<file path="config.mk">
export PLATFORM = sky130hd
export DESIGN_NAME = accel_axis_proc
export DESIGN_NICKNAME = d
export VERILOG_FILES = /design/src/rtl/accel_axis_proc_pkg.sv /design/src/rtl/accel_axis_proc_seq_divider.sv /design/src/rtl/accel_axis_proc.sv
export SDC_FILE = /design/constraint.sdc
export NUM_CORES = 1
export LEC_CHECK = 0
export ABC_AREA = 1
export CORE_MARGIN = 2
export CORE_UTILIZATION = 48
export DETAILED_ROUTE_END_ITERATION = 16
export PLACE_DENSITY = 0.75
export SYNTH_ARGS = -nofsm -noshare
export SYNTH_HDL_FRONTEND = slang
export SYNTH_SLANG_ARGS = --single-unit
</file>
<file path="constraint.sdc">
create_clock -name clk -period 2.4 [get_ports clk]
set_input_delay 0.72 -clock clk [delete_from_list [all_inputs] [get_ports clk]]
set_output_delay 0.72 -clock clk [all_outputs]
set_load 0.03 [all_outputs]
</file>
<file path="src/rtl/accel_axis_proc_pkg.sv">
// Shared constants, FSM state type and the display-limit helper for the
// accelerometer post-processor.
package accel_pkg;

  localparam int NUM_CH_DEF    = 3;
  localparam int IN_W_DEF      = 16;
  localparam int AVG_LOG2_DEF  = 2;
  localparam int SCALE_DIV_DEF = 10;
  localparam int OUT_W_DEF     = 8;
  localparam int DIGITS_DEF    = 2;

  typedef enum logic [1:0] {
    IDLE,
    CALC,
    PRESENT
  } state_t;

  // Largest value that fits both the binary magnitude field and the BCD digits.
  function automatic int calc_maxv(input int out_w, input int digits);
    longint p2;
    longint p10;
    p2  = (longint'(1) << out_w) - 1;
    p10 = 1;
    for (int i = 0; i < digits; i++) p10 = p10 * 10;
    p10 = p10 - 1;
    return int'((p2 < p10) ? p2 : p10);
  endfunction

endpackage

</file>
<file path="src/rtl/accel_axis_proc_seq_divider.sv">
// Unsigned restoring divider: one load cycle, then one quotient bit per cycle.
// done pulses for one cycle once quotient/remainder are final.
module seq_divider #(
  parameter int IN_W = 16
) (
  input  logic            clk,
  input  logic            reset_n,
  input  logic            start,
  input  logic [IN_W-1:0] dividend,
  input  logic [IN_W-1:0] divisor,
  output logic            busy,
  output logic            done,
  output logic [IN_W-1:0] quotient,
  output logic [IN_W-1:0] remainder
);

  localparam int CNT_W = $clog2(IN_W + 1);

  logic [IN_W-1:0]  quo_q, quo_d;
  logic [IN_W-1:0]  rem_q, rem_d;
  logic [IN_W-1:0]  dvs_q, dvs_d;
  logic [CNT_W-1:0] cnt_q, cnt_d;
  logic             busy_q, busy_d;
  logic             done_q, done_d;
  logic [IN_W:0]    trial;
  logic [IN_W:0]    diff;

  // NOTE: every variable written here gets a default first, so no latch is inferred.
  always_comb begin
    quo_d  = quo_q;
    rem_d  = rem_q;
    dvs_d  = dvs_q;
    cnt_d  = cnt_q;
    busy_d = busy_q;
    done_d = 1'b0;
    trial  = {rem_q, quo_q[IN_W-1]};
    diff   = trial - {1'b0, dvs_q};
    if (start) begin
      quo_d  = dividend;
      rem_d  = '0;
      dvs_d  = divisor;
      cnt_d  = CNT_W'(IN_W);
      busy_d = 1'b1;
    end else if (busy_q) begin
      // A borrow out of the trial subtraction means restore (keep the shifted value).
      quo_d = {quo_q[IN_W-2:0], ~diff[IN_W]};
      rem_d = diff[IN_W] ? trial[IN_W-1:0] : diff[IN_W-1:0];
      cnt_d = cnt_q - 1'b1;
      if (cnt_q == CNT_W'(1)) begin
        busy_d = 1'b0;
        done_d = 1'b1;
      end
    end
  end

  // NOTE: sequential state uses non-blocking assignments so every flop sees pre-edge values.
  always_ff @(posedge clk or negedge reset_n) begin
    if (!reset_n) begin
      quo_q  <= '0;
      rem_q  <= '0;
      dvs_q  <= '0;
      cnt_q  <= '0;
      busy_q <= 1'b0;
      done_q <= 1'b0;
    end else begin
      quo_q  <= quo_d;
      rem_q  <= rem_d;
      dvs_q  <= dvs_d;
      cnt_q  <= cnt_d;
      busy_q <= busy_d;
      done_q <= done_d;
    end
  end

  assign busy      = busy_q;
  assign done      = done_q;
  assign quotient  = quo_q;
  assign remainder = rem_q;

endmodule

</file>
<file path="src/rtl/accel_axis_proc.sv">
// Multi-axis accelerometer post-processor: block average, sign/magnitude,
// saturating scale and BCD conversion on one shared sequential divider.
module accel_axis_proc
  import accel_pkg::*;
#(
  parameter int NUM_CH    = NUM_CH_DEF,
  parameter int IN_W      = IN_W_DEF,
  parameter int AVG_LOG2  = AVG_LOG2_DEF,
  parameter int SCALE_DIV = SCALE_DIV_DEF,
  parameter int OUT_W     = OUT_W_DEF,
  parameter int DIGITS    = DIGITS_DEF
) (
  input  logic                       clk,
  input  logic                       reset_n,
  input  logic                       sample_valid,
  input  logic [NUM_CH*IN_W-1:0]     sample_data,
  input  logic                       hold,
  input  logic                       out_ready,
  output logic                       out_valid,
  output logic [NUM_CH*OUT_W-1:0]    out_mag,
  output logic [NUM_CH-1:0]          out_sign,
  output logic [NUM_CH-1:0]          out_sat,
  output logic [NUM_CH*DIGITS*4-1:0] out_bcd,
  output logic                       overrun
);

  localparam int ACC_W = IN_W + AVG_LOG2;
  localparam int CNT_W = (AVG_LOG2 > 0) ? AVG_LOG2 : 1;
  localparam int CH_W  = (NUM_CH > 1) ? $clog2(NUM_CH) : 1;
  localparam int K_W   = $clog2(DIGITS + 1);
  localparam logic [CNT_W-1:0] BLK_LAST = CNT_W'((1 << AVG_LOG2) - 1);
  localparam logic [CH_W-1:0]  CH_LAST  = CH_W'(NUM_CH - 1);
  localparam logic [K_W-1:0]   K_LAST   = K_W'(DIGITS);
  localparam logic [IN_W-1:0]  MAXV_W   = IN_W'(calc_maxv(OUT_W, DIGITS));

  state_t state_q, state_d;

  logic signed [ACC_W-1:0] acc_q [NUM_CH];
  logic signed [ACC_W-1:0] acc_d [NUM_CH];
  logic [CNT_W-1:0]        cnt_q, cnt_d;
  logic [IN_W-1:0]         absv_q [NUM_CH];
  logic [IN_W-1:0]         absv_d [NUM_CH];
  logic [NUM_CH-1:0]       sign_w_q, sign_w_d;
  logic [OUT_W-1:0]        res_mag_q [NUM_CH];
  logic [OUT_W-1:0]        res_mag_d [NUM_CH];
  logic [NUM_CH-1:0]       res_sat_q, res_sat_d;
  logic [3:0]              res_bcd_q [NUM_CH][DIGITS];
  logic [3:0]              res_bcd_d [NUM_CH][DIGITS];
  logic [CH_W-1:0]         ch_q, ch_d;
  logic [K_W-1:0]          k_q, k_d;
  logic                    go_q, go_d;
  logic                    commit_q, commit_d;

  logic [NUM_CH*OUT_W-1:0]    out_mag_q, out_mag_d;
  logic [NUM_CH-1:0]          out_sign_q, out_sign_d;
  logic [NUM_CH-1:0]          out_sat_q, out_sat_d;
  logic [NUM_CH*DIGITS*4-1:0] out_bcd_q, out_bcd_d;
  logic                       overrun_q, overrun_d;

  logic                    accept, blk_done, free, take;
  logic signed [IN_W-1:0]  samp [NUM_CH];
  logic signed [ACC_W-1:0] sum [NUM_CH];
  logic [IN_W-1:0]         avg [NUM_CH];
  logic [IN_W-1:0]         blk_abs [NUM_CH];
  logic [NUM_CH-1:0]       blk_neg;

  logic            last_op, sat_now, div_start, div_busy, div_done;
  logic [K_W-1:0]  nxt_k, iss_k;
  logic [CH_W-1:0] nxt_ch, iss_ch;
  logic [IN_W-1:0] clamped, div_dividend, div_divisor, div_quo, div_rem;

  // Block accumulation and the sign/magnitude of the completing block.
  always_comb begin
    accept   = sample_valid && !hold;
    blk_done = accept && (cnt_q == BLK_LAST);
    free     = (state_q == IDLE) || ((state_q == PRESENT) && out_ready);
    take     = blk_done && free;
    for (int c = 0; c < NUM_CH; c++) begin
      samp[c]    = sample_data[c*IN_W +: IN_W];
      sum[c]     = acc_q[c] + ACC_W'(samp[c]);
      avg[c]     = IN_W'(sum[c] >>> AVG_LOG2);
      blk_neg[c] = avg[c][IN_W-1];
      blk_abs[c] = blk_neg[c] ? (~avg[c] + 1'b1) : avg[c];
    end
  end

  // Operation sequencing: per channel one scale division, then DIGITS ÷10 steps.
  always_comb begin
    last_op   = (ch_q == CH_LAST) && (k_q == K_LAST);
    nxt_k     = (k_q == K_LAST) ? '0 : k_q + 1'b1;
    nxt_ch    = (k_q != K_LAST) ? ch_q : ((ch_q == CH_LAST) ? '0 : ch_q + 1'b1);
    iss_k     = go_q ? k_q : nxt_k;
    iss_ch    = go_q ? ch_q : nxt_ch;
    sat_now   = div_quo > MAXV_W;
    clamped   = sat_now ? MAXV_W : div_quo;
    div_start = (state_q == CALC) && !div_busy && (go_q || (div_done && !last_op));
    if (iss_k == '0) begin
      div_dividend = absv_q[iss_ch];
      div_divisor  = IN_W'(SCALE_DIV);
    end else begin
      div_dividend = (iss_k == K_W'(1)) ? clamped : div_quo;
      div_divisor  = IN_W'(10);
    end
  end

  seq_divider #(.IN_W(IN_W)) u_div (
    .clk       (clk),
    .reset_n   (reset_n),
    .start     (div_start),
    .dividend  (div_dividend),
    .divisor   (div_divisor),
    .busy      (div_busy),
    .done      (div_done),
    .quotient  (div_quo),
    .remainder (div_rem)
  );

  always_comb begin
    acc_d      = acc_q;
    cnt_d      = cnt_q;
    absv_d     = absv_q;
    sign_w_d   = sign_w_q;
    res_mag_d  = res_mag_q;
    res_sat_d  = res_sat_q;
    res_bcd_d  = res_bcd_q;
    ch_d       = ch_q;
    k_d        = k_q;
    go_d       = 1'b0;
    commit_d   = 1'b0;
    out_mag_d  = out_mag_q;
    out_sign_d = out_sign_q;
    out_sat_d  = out_sat_q;
    out_bcd_d  = out_bcd_q;
    overrun_d  = blk_done && !free;
    if (accept) begin
      cnt_d = blk_done ? '0 : cnt_q + 1'b1;
      for (int c = 0; c < NUM_CH; c++) acc_d[c] = blk_done ? '0 : sum[c];
    end
    if (take) begin
      absv_d   = blk_abs;
      sign_w_d = blk_neg;
      ch_d     = '0;
      k_d      = '0;
      go_d     = 1'b1;
    end
    if ((state_q == CALC) && div_done) begin
      if (k_q == '0) begin
        res_mag_d[ch_q] = OUT_W'(clamped);
        res_sat_d[ch_q] = sat_now;
      end
      for (int d = 0; d < DIGITS; d++)
        if (k_q == K_W'(d + 1)) res_bcd_d[ch_q][d] = 4'(div_rem);
      ch_d     = nxt_ch;
      k_d      = nxt_k;
      commit_d = last_op;
    end
    if ((state_q == CALC) && commit_q) begin
      out_sign_d = sign_w_q;
      out_sat_d  = res_sat_q;
      for (int c = 0; c < NUM_CH; c++) begin
        out_mag_d[c*OUT_W +: OUT_W] = res_mag_q[c];
        for (int d = 0; d < DIGITS; d++) out_bcd_d[(c*DIGITS+d)*4 +: 4] = res_bcd_q[c][d];
      end
    end
  end

  // NOTE: the work arrays are a handful of flops, not a RAM, so they reset with everything else.
  always_ff @(posedge clk or negedge reset_n) begin
    if (!reset_n) begin
      for (int c = 0; c < NUM_CH; c++) begin
        acc_q[c]     <= '0;
        absv_q[c]    <= '0;
        res_mag_q[c] <= '0;
        for (int d = 0; d < DIGITS; d++) res_bcd_q[c][d] <= '0;
      end
      cnt_q      <= '0;
      sign_w_q   <= '0;
      res_sat_q  <= '0;
      ch_q       <= '0;
      k_q        <= '0;
      go_q       <= 1'b0;
      commit_q   <= 1'b0;
      out_mag_q  <= '0;
      out_sign_q <= '0;
      out_sat_q  <= '0;
      out_bcd_q  <= '0;
      overrun_q  <= 1'b0;
    end else begin
      acc_q      <= acc_d;
      absv_q     <= absv_d;
      res_mag_q  <= res_mag_d;
      res_bcd_q  <= res_bcd_d;
      cnt_q      <= cnt_d;
      sign_w_q   <= sign_w_d;
      res_sat_q  <= res_sat_d;
      ch_q       <= ch_d;
      k_q        <= k_d;
      go_q       <= go_d;
      commit_q   <= commit_d;
      out_mag_q  <= out_mag_d;
      out_sign_q <= out_sign_d;
      out_sat_q  <= out_sat_d;
      out_bcd_q  <= out_bcd_d;
      overrun_q  <= overrun_d;
    end
  end

  always_ff @(posedge clk or negedge reset_n) begin
    if (!reset_n) state_q <= IDLE;
    else          state_q <= state_d;
  end

  always_comb begin
    state_d = state_q;
    case (state_q)
      IDLE:    if (take) state_d = CALC;
      CALC:    if (commit_q) state_d = PRESENT;
      PRESENT: if (take) state_d = CALC;
               else if (out_ready) state_d = IDLE;
      default: state_d = IDLE;
    endcase
  end

  always_comb begin
    out_valid = (state_q == PRESENT);
    out_mag   = out_mag_q;
    out_sign  = out_sign_q;
    out_sat   = out_sat_q;
    out_bcd   = out_bcd_q;
    overrun   = overrun_q;
  end

endmodule

</file>
==> impl_metrics.py, run 1 <==
metrics = {
    "placed_design": {
        "place_area_mm2": 0.0188,
        "numPortBuffers": 108,
        "place_hpwl_um": 29800,
        "dpl_worst_slack_ns": -0.901,
        "place_inst": 2743,
        "gp_congestion": 0.920,
    },
    "logic_synthesis": {
        "ys_types": 48,
        "ys_seq_area_share_pct": 42.9,
        "synth_top_family_by_area": "simple AND/OR/NAND/NOR gates",
        "synth.mux.area_fraction_pct": 2.74,
        "synth_xor_xnor_area_share_pct": 2.47,
        "synth_cells": 2030,
        "yosys.area.top_type_share_pct": 42.9,
        "synth_flop_cell": "dfrtp_1",
        "syn_avg_cell_area_um2": 7.50,
        "synth_edf_count": 0,
        "synth-seq-cells": 261,
        "synth.area.top_cells": "dfrtp_1 43%, nand2_1 16%, o21ai_0 6.5%",
        "ys_warn_count": 0,
        "synth_compound_area_share_pct": 11.7,
        "syn_nets": 2146,
        "synth_simple_gate_area_share_pct": 27.2,
        "syn-cell-area_mm2": 0.0152,
        "synth_fa_ha_area_share_pct": 5.33,
        "synth_top_area_cell": "dfrtp_1",
        "async_reset_ff_share_pct": 100,
    },
    "critical_path": {
        "max_stage_delay_ns": 0.69,
        "worst-path-buf-inv": 1,
        "end_kind": "output pin",
        "path_class": "register to output pin",
        "reg2reg_depth": 14,
        "critPathTopFamily": "buffers and inverters",
        "worstPathArrival_ns": 1.65,
        "path_cells": "clkdlybuf4s50_1",
        "required_ns": 1.68,
        "crit_path_max_fanout": 2,
        "start_kind": "register",
        "crit_slowest_cell": "clkdlybuf4s50_1",
        "path_depth": 1,
    },
    "cts": {
        "htreeDepth": 1,
        "cts_buffers": 28,
        "cts-root-buf": "clkbuf_16",
        "clockBufferDepth": 3,
        "clk_pin_slew_worst_paths_ns": 0.07,
        "ctsHoldBuffers": 0,
        "clkLatencyLatePin_ns": 0.57,
        "cts_tree": "done",
        "cts.sinks": 261,
    },
    "cells_and_area": {
        "nFillCells": 2358,
        "syn2layout_area_growth_pct": 39.4,
        "drive_above_1_share_pct": 27.7,
        "fin_area_mm2": 0.0212,
        "final_common_cell": "nand2_1",
        "seq_area_mm2": 0.00653,
        "multi_input_area_mm2": 0.00896,
        "post_layout_nonfiller_instances": 2821,
        "nets": 2516,
        "diodes": 0,
        "layout_common_cells": "582 x nand2_1, 261 x dfrtp_1, 260 x buf_4",
    },
    "detailed_routing": {
        "via_count": 14951,
        "first_iter_violations": 1170,
        "drc": 0,
        "dr.pass1.iters": 5,
        "wirelength_um": 43000,
        "routedWlPerCell_um": 15.2,
        "postRouteAntennaNets": 0,
        "viasPerCell": 5.30,
    },
    "sta": {
        "period_minus_slack_ns": 2.37,
        "finClkSkew_ns": 0.0229,
        "timing.hold.ws_ns": 0.0679,
        "slew_violations": 0,
        "maxSlewHeadroom_pct": 66.6,
        "tightest_slew_ns": 0.499,
        "setup_viol": 0,
        "rsz0062_at_grt": "yes",
        "finalCritPeriodShare_pct": 98.9,
        "final_hold_viol_count": 0,
        "setup_ws_ns": 0.0275,
        "fmax_mhz": 421,
    },
    "global_routing": {
        "grt_pass1_wl_um": 69400,
        "antenna_found_initial": 0,
        "grt_start_max_net_pins": 73,
        "grtUsageTotal_pct": 25.1,
        "grt-ovfl-total": 0,
        "grt_pass1_vias": 14725,
    },
    "floorplan": {
        "die_area_mm2": 0.0331,
        "core-area_mm2": 0.0314,
        "io_pins": 109,
        "die_x_um": 182,
        "die_h_um": 182,
        "num_rows": 65,
        "initial_core_util_pct": 48.5,
    },
    "pwr": {
        "power_uw": 28500,
        "p_per_area_mw_per_mm2": 1340,
        "max-vdd-ir-drop_mv": 0.732,
        "leakage_uw": 0.0107,
    },
    "run_status": {
        "status": "finished, final reports clean",
    },
    "job": {
        "max-cap-violations": 0,
    },
    "worst_hold_path": {
        "hp-class": "primary input to asynchronous set/reset pin",
    },
}
cell type report:
cell class                      instances  area share (%)
Clock buffer                           38            3.81
Sequential cell                       261            30.8
Multi-Input combinational cell       1474            42.2
Timing Repair Buffer                  384            15.7
Inverter                              251            4.46
Clock inverter                         11           0.666
Tap cell                              402            2.37
stage by stage:
step / setup TNS, ns / util [%]
2_1_floorplan: -1.47 / -
3_3_place_gp: -44.76 / 59.8
3_5_place_dp: -49.60 / 59.8
4_1_cts: -0.0990 / 64.3
5_1_grt: -1.46 / 67.6
6_report: 0 / 67.6
final timing paths:
kind | start | endpoint | slack, ns
min in group clk | absv_q[21] | absv_q[21] | 0.48
max in group asynchronous | reset_n | u_div.remainder[13] | 1.62
min | reset_n | out_mag[1] | 0.07
min reg2reg | absv_q[21] | absv_q[21] | 0.48
max reg2reg | acc_q[0] | absv_q[15] | 0.05
max | out_sign[0] | out_sign[0] | 0.03
sequential cells by signal, indices dropped and copies added (netlist names), 3 cells and up:
signal           cells
out_mag             24
sign_w_q             3
out_sat              3
acc_q               54
res_mag_q           24
absv_q              48
out_sign             3
u_div.quotient      16
u_div.remainder     16
res_bcd_q           24
res_sat_q            3
u_div.cnt_q          5
out_bcd             24
metal layers:
layer,global-route usage [%],wire length [um],vias up
li1,-,-,7288
met1,32.2,18100,7100
met2,44.9,21700,471
met3,2.73,2060,92
met4,6.87,1100,0
met5,0,0,-
cells in the mapped netlist (all sizes together) (4+ instances only):
library cell	instances
a21oi	71
a22o	4
a22oi	8
and2	6
buf	14
clkbuf	32
dfrtp	261
ha	60
inv	248
mux2	37
nand2	675
nand3	135
nand3b	10
nand4	13
nor2	139
nor3	20
o211ai	9
o21ai	214
o21bai	6
o22ai	6
or2	9
xnor2	12
xor2	28
report_power, final:
group / internal, uW / switching, uW / total, uW
Sequential: 5650 / 992 / 6640
Clock: 2580 / 1840 / 4420
Combinational: 7840 / 9600 / 17400
timing repair:
| action | in CTS | in global routing |
|---|---|---|
| gates cloned | 1 | 1 |
| setup buffers | 5 | 22 |
| setup endpoints to repair | 53 | 65 |
| resized for setup | 104 | 219 |
| pin swaps | 43 | 87 |
logic make-up after synthesis:
kind of cell,count (synthesis)
adder cells (fa/ha/maj),63
AND/OR/NAND/NOR,1008
flip-flops,261
AO/OA/AOI/OAI,324
buffers and inverters,297
multiplexers,37
XOR/XNOR,40
Power figures use the tool's default switching activity.
==> run 2: changes to the inputs <==
--- a/config.mk
+++ b/config.mk
@@ -5,9 +5,9 @@
 export SDC_FILE = /design/constraint.sdc
 export NUM_CORES = 1
 export LEC_CHECK = 0
-export ABC_AREA = 1
 export CORE_MARGIN = 2
 export CORE_UTILIZATION = 48
+export CTS_BUF_LIST = sky130_fd_sc_hd__clkbuf_4 sky130_fd_sc_hd__clkbuf_8 sky130_fd_sc_hd__clkbuf_16
 export DETAILED_ROUTE_END_ITERATION = 16
 export PLACE_DENSITY = 0.75
 export SYNTH_ARGS = -nofsm -noshare
==> run 2 against run 1 <==
  * The run now ends with negative setup slack left
  * Design area increased by 0.71%
  * Sequential share of layout area decreased by 0.22 points
  * Worst hold slack improved by 0.00081 ns
  * Via count fell by 11%
  * Sequential power increased by 0.6%
  * Total power rose by 14%
  * Combinational power is 22% higher
  * Largest power group unchanged
  * Clock power grew 2%
  * Non-clock buffer count grew 51
==> impl_metrics.py, run 2 <==
metrics = {
    "logic_synthesis": {
        "syn_avg_cell_area_um2": 9.89,
        "synth.mux.area_fraction_pct": 7.87,
        "synth_fa_ha_area_share_pct": 5.63,
        "synth_xor_xnor_area_share_pct": 5.17,
        "ys_warn_count": 0,
        "synth_cells": 1457,
        "synth_simple_gate_area_share_pct": 15.3,
        "synth_compound_area_share_pct": 17.9,
        "synth_flop_cell": "dfrtp_1",
        "synth_commonest_cells": "261 x dfrtp_1, 176 x nand2_1, 138 x o21ai_0, 96 x nor2_1, 79 x mux2_2",
        "synth_edf_count": 0,
        "synth.area.top_cells": "dfrtp_1 45%, mux2_2 6.2%, ha_1 5.2%",
        "yosys.area.top_type_share_pct": 45.3,
        "ys_seq_area_share_pct": 45.3,
        "syn_nets": 1573,
        "async_reset_ff_share_pct": 100,
        "synth_top_family_by_area": "compound AO/OA/AOI/OAI gates",
        "ys_types": 87,
        "synth_top_area_cell": "dfrtp_1",
        "synth-seq-cells": 261,
        "syn-cell-area_mm2": 0.0144,
        "yosysMostFrequentCell": "dfrtp_1",
    },
    "sta": {
        "final_hold_viol_count": 0,
        "maxSlewHeadroom_pct": 51.1,
        "finClkSkew_ns": 0.0226,
        "setup_ws_ns": -0.660,
        "slew_violations": 0,
        "period_minus_slack_ns": 3.06,
        "fmax_mhz": 327,
        "finalCritPeriodShare_pct": 128,
        "tightest_slew_ns": 0.733,
        "rsz0062_at_grt": "yes",
        "setup_viol": 62,
        "timing.hold.ws_ns": 0.0687,
    },
    "detailed_routing": {
        "drc": 0,
        "dr.pass1.iters": 6,
        "first_iter_violations": 1075,
        "wirelength_um": 43800,
        "viasPerCell": 5.88,
        "routedWlPerCell_um": 19.4,
        "via_count": 13304,
        "postRouteAntennaNets": 0,
    },
    "placed_design": {
        "gp_congestion": 0.884,
        "place_hpwl_um": 27300,
        "place_area_mm2": 0.0186,
        "numPortBuffers": 108,
    },
    "global_routing": {
        "grt-ovfl-total": 0,
        "grt_start_max_net_pins": 59,
        "grt_pass1_wl_um": 67000,
        "grt_pass1_vias": 13348,
        "antenna_found_initial": 0,
        "grtUsageTotal_pct": 26.3,
    },
    "pwr": {
        "clock_power_share_pct": 13.9,
        "power_switching_share_pct": 41.6,
        "comb_power_share_pct": 65.5,
        "share_seq_of_total_power_pct": 20.6,
        "leakage_uw": 0.00969,
        "max-vdd-ir-drop_mv": 0.843,
        "p_sw_uw": 13500,
        "power_uw": 32400,
        "intPower_uw": 18900,
        "p_per_area_mw_per_mm2": 1510,
    },
    "critical_path": {
        "crit_path_max_fanout": 3,
        "start_kind": "primary input",
        "path_cells": "dlygate4sd2_1 -> ha_4 -> fa_2 -> a211oi_4 -> o21bai_1 -> a21o_1 -> xor2_2 -> or3_4 -> nor4_4 -> a21oi_2 -> or3_1 -> nand3_1",
        "worstPathArrival_ns": 3.54,
        "crit_slowest_cell": "or3_1",
        "required_ns": 2.88,
        "critPathTopFamily": "simple AND/OR/NAND/NOR gates",
        "worst-path-buf-inv": 1,
        "path_class": "primary input to register",
        "max_stage_delay_ns": 0.39,
        "end_kind": "register",
    },
    "floorplan": {
        "io_pins": 109,
        "die_x_um": 177,
        "die_area_mm2": 0.0314,
        "initial_core_util_pct": 48.6,
        "die_h_um": 177,
        "num_rows": 63,
        "core-area_mm2": 0.0296,
    },
    "worst_hold_path": {
        "hp-class": "primary input to asynchronous set/reset pin",
    },
    "cells_and_area": {
        "largest_reg_flops": 54,
        "top_register": "acc_q",
        "reg.largest.list": "acc_q (54), absv_q (48)",
        "drive_above_1_share_pct": 38.2,
        "multi_input_area_mm2": 0.00937,
        "seq_area_mm2": 0.00653,
        "syn2layout_area_growth_pct": 48.3,
        "nets": 1968,
        "post-route-util_pct": 72.1,
        "diodes": 0,
        "nFillCells": 1911,
        "final_common_cell": "buf_4",
        "layout_common_cells": "272 x buf_4, 261 x dfrtp_1, 164 x nand2_1",
        "fin_area_mm2": 0.0214,
    },
    "cts": {
        "cts-root-buf": "clkbuf_16",
        "cts_buffers": 28,
        "clk_pin_slew_worst_paths_ns": 0.06,
        "cts.sinks": 261,
        "clkLatencyLatePin_ns": 0.56,
        "htreeDepth": 1,
        "cts_tree": "done",
        "clockBufferDepth": 3,
    },
    "run_status": {
        "status": "finished with violations",
        "violations": "negative setup slack",
    },
    "job": {
        "max-cap-violations": 0,
    },
}
[run 2: cell types whose count changed after synthesis, moves of 26 or more]
cell | previous run | this run
inv_1 | 242 | 30
nand3_1 | 133 | 29
xnor2_1 | 12 | 44
mux2_2 | 37 | 79
o21ai_0 | 197 | 138
clkbuf_1 | 32 | 58
nor2_1 | 134 | 96
nand2_1 | 669 | 176
[run 2: area by class of cell]
type / instances / share of cell area [%]
timing repair buffer: 435 / 18.2
clock inverter: 9 / 0.603
tap: 390 / 2.28
multi-input combinational: 1096 / 43.9
inverter: 30 / 0.527
sequential: 261 / 30.6
clock buffer: 42 / 3.95
[run 2: path summary, 6_finish.rpt]
check                                      from             to  slack, ns  cells past startpoint
worst max register to register         acc_q[0]     absv_q[11]      -0.66                     11
worst max-delay path            sample_data[32]     absv_q[11]      -0.66                     12
min in group clk                  res_mag_q[18]  res_mag_q[18]       0.48                      2
worst min register to register    res_mag_q[18]  res_mag_q[18]       0.48                      2
max in group asynchronous               reset_n     out_mag[8]       1.56                      2
worst min-delay path                    reset_n    out_bcd[18]       0.07                      1
[run 2: worst register-to-register path: stages, from the launching register on]
cell and delay, ns:
dfrtp_1 0.41, ha_4 0.18, fa_2 0.36, a211oi_4 0.30, o21bai_1 0.12, a21o_1 0.21, xor2_2 0.16, or3_4 0.37
nor4_4 0.26, a21oi_2 0.13, or3_1 0.39, nand3_1 0.09
[run 2: through the flow]
| step | worst slack, ns | TNS, ns | instances |
|---|---|---|---|
| 2_1_floorplan | -0.736 | -21.12 | 1457 |
| 3_3_place_gp | -1.28 | -78.31 | 2151 |
| 3_5_place_dp | -1.35 | -82.09 | 2151 |
| 4_1_cts | -0.580 | -19.37 | 2239 |
| 5_1_grt | -0.791 | -30.29 | 2263 |
| 6_report | -0.660 | -23.43 | 2263 |
[run 2: repair_timing]
item,4_1_cts,5_1_grt
endpoints found under the setup margin,85,95
pin swaps,120,97
setup buffers,37,27
hold buffers,0,0
gates resized for setup,209,106
cloned,2,1
[run 2: cells by family after synthesis]
family	Yosys count
AOI/OAI and AO/OA	395
adders and majority gates	63
DFF	261
and+or+nand+nor	450
buffers and inverters	100
muxes	103
xor gates and xnor gates	85
[run 2: metal layers]
layer	GRT usage (%)	vias to the layer above	share of wire [%]
li1	-	6024	-
met1	33.3	6640	41
met2	46.6	517	51
met3	3.48	123	5.2
met4	8.33	0	3.1
met5	0	-	0
[run 2: power by group through the flow]
stage | combinational [uW] | sequential (uW) | clock [uW]
finish | 21200 | 6680 | 4510
global route | 22500 | 6790 | 4730
CTS | 18600 | 6580 | 4540
detailed placement | 15800 | 6570 | 0
global placement | 15400 | 6520 | 0
floorplan | 9890 | 6300 | 0
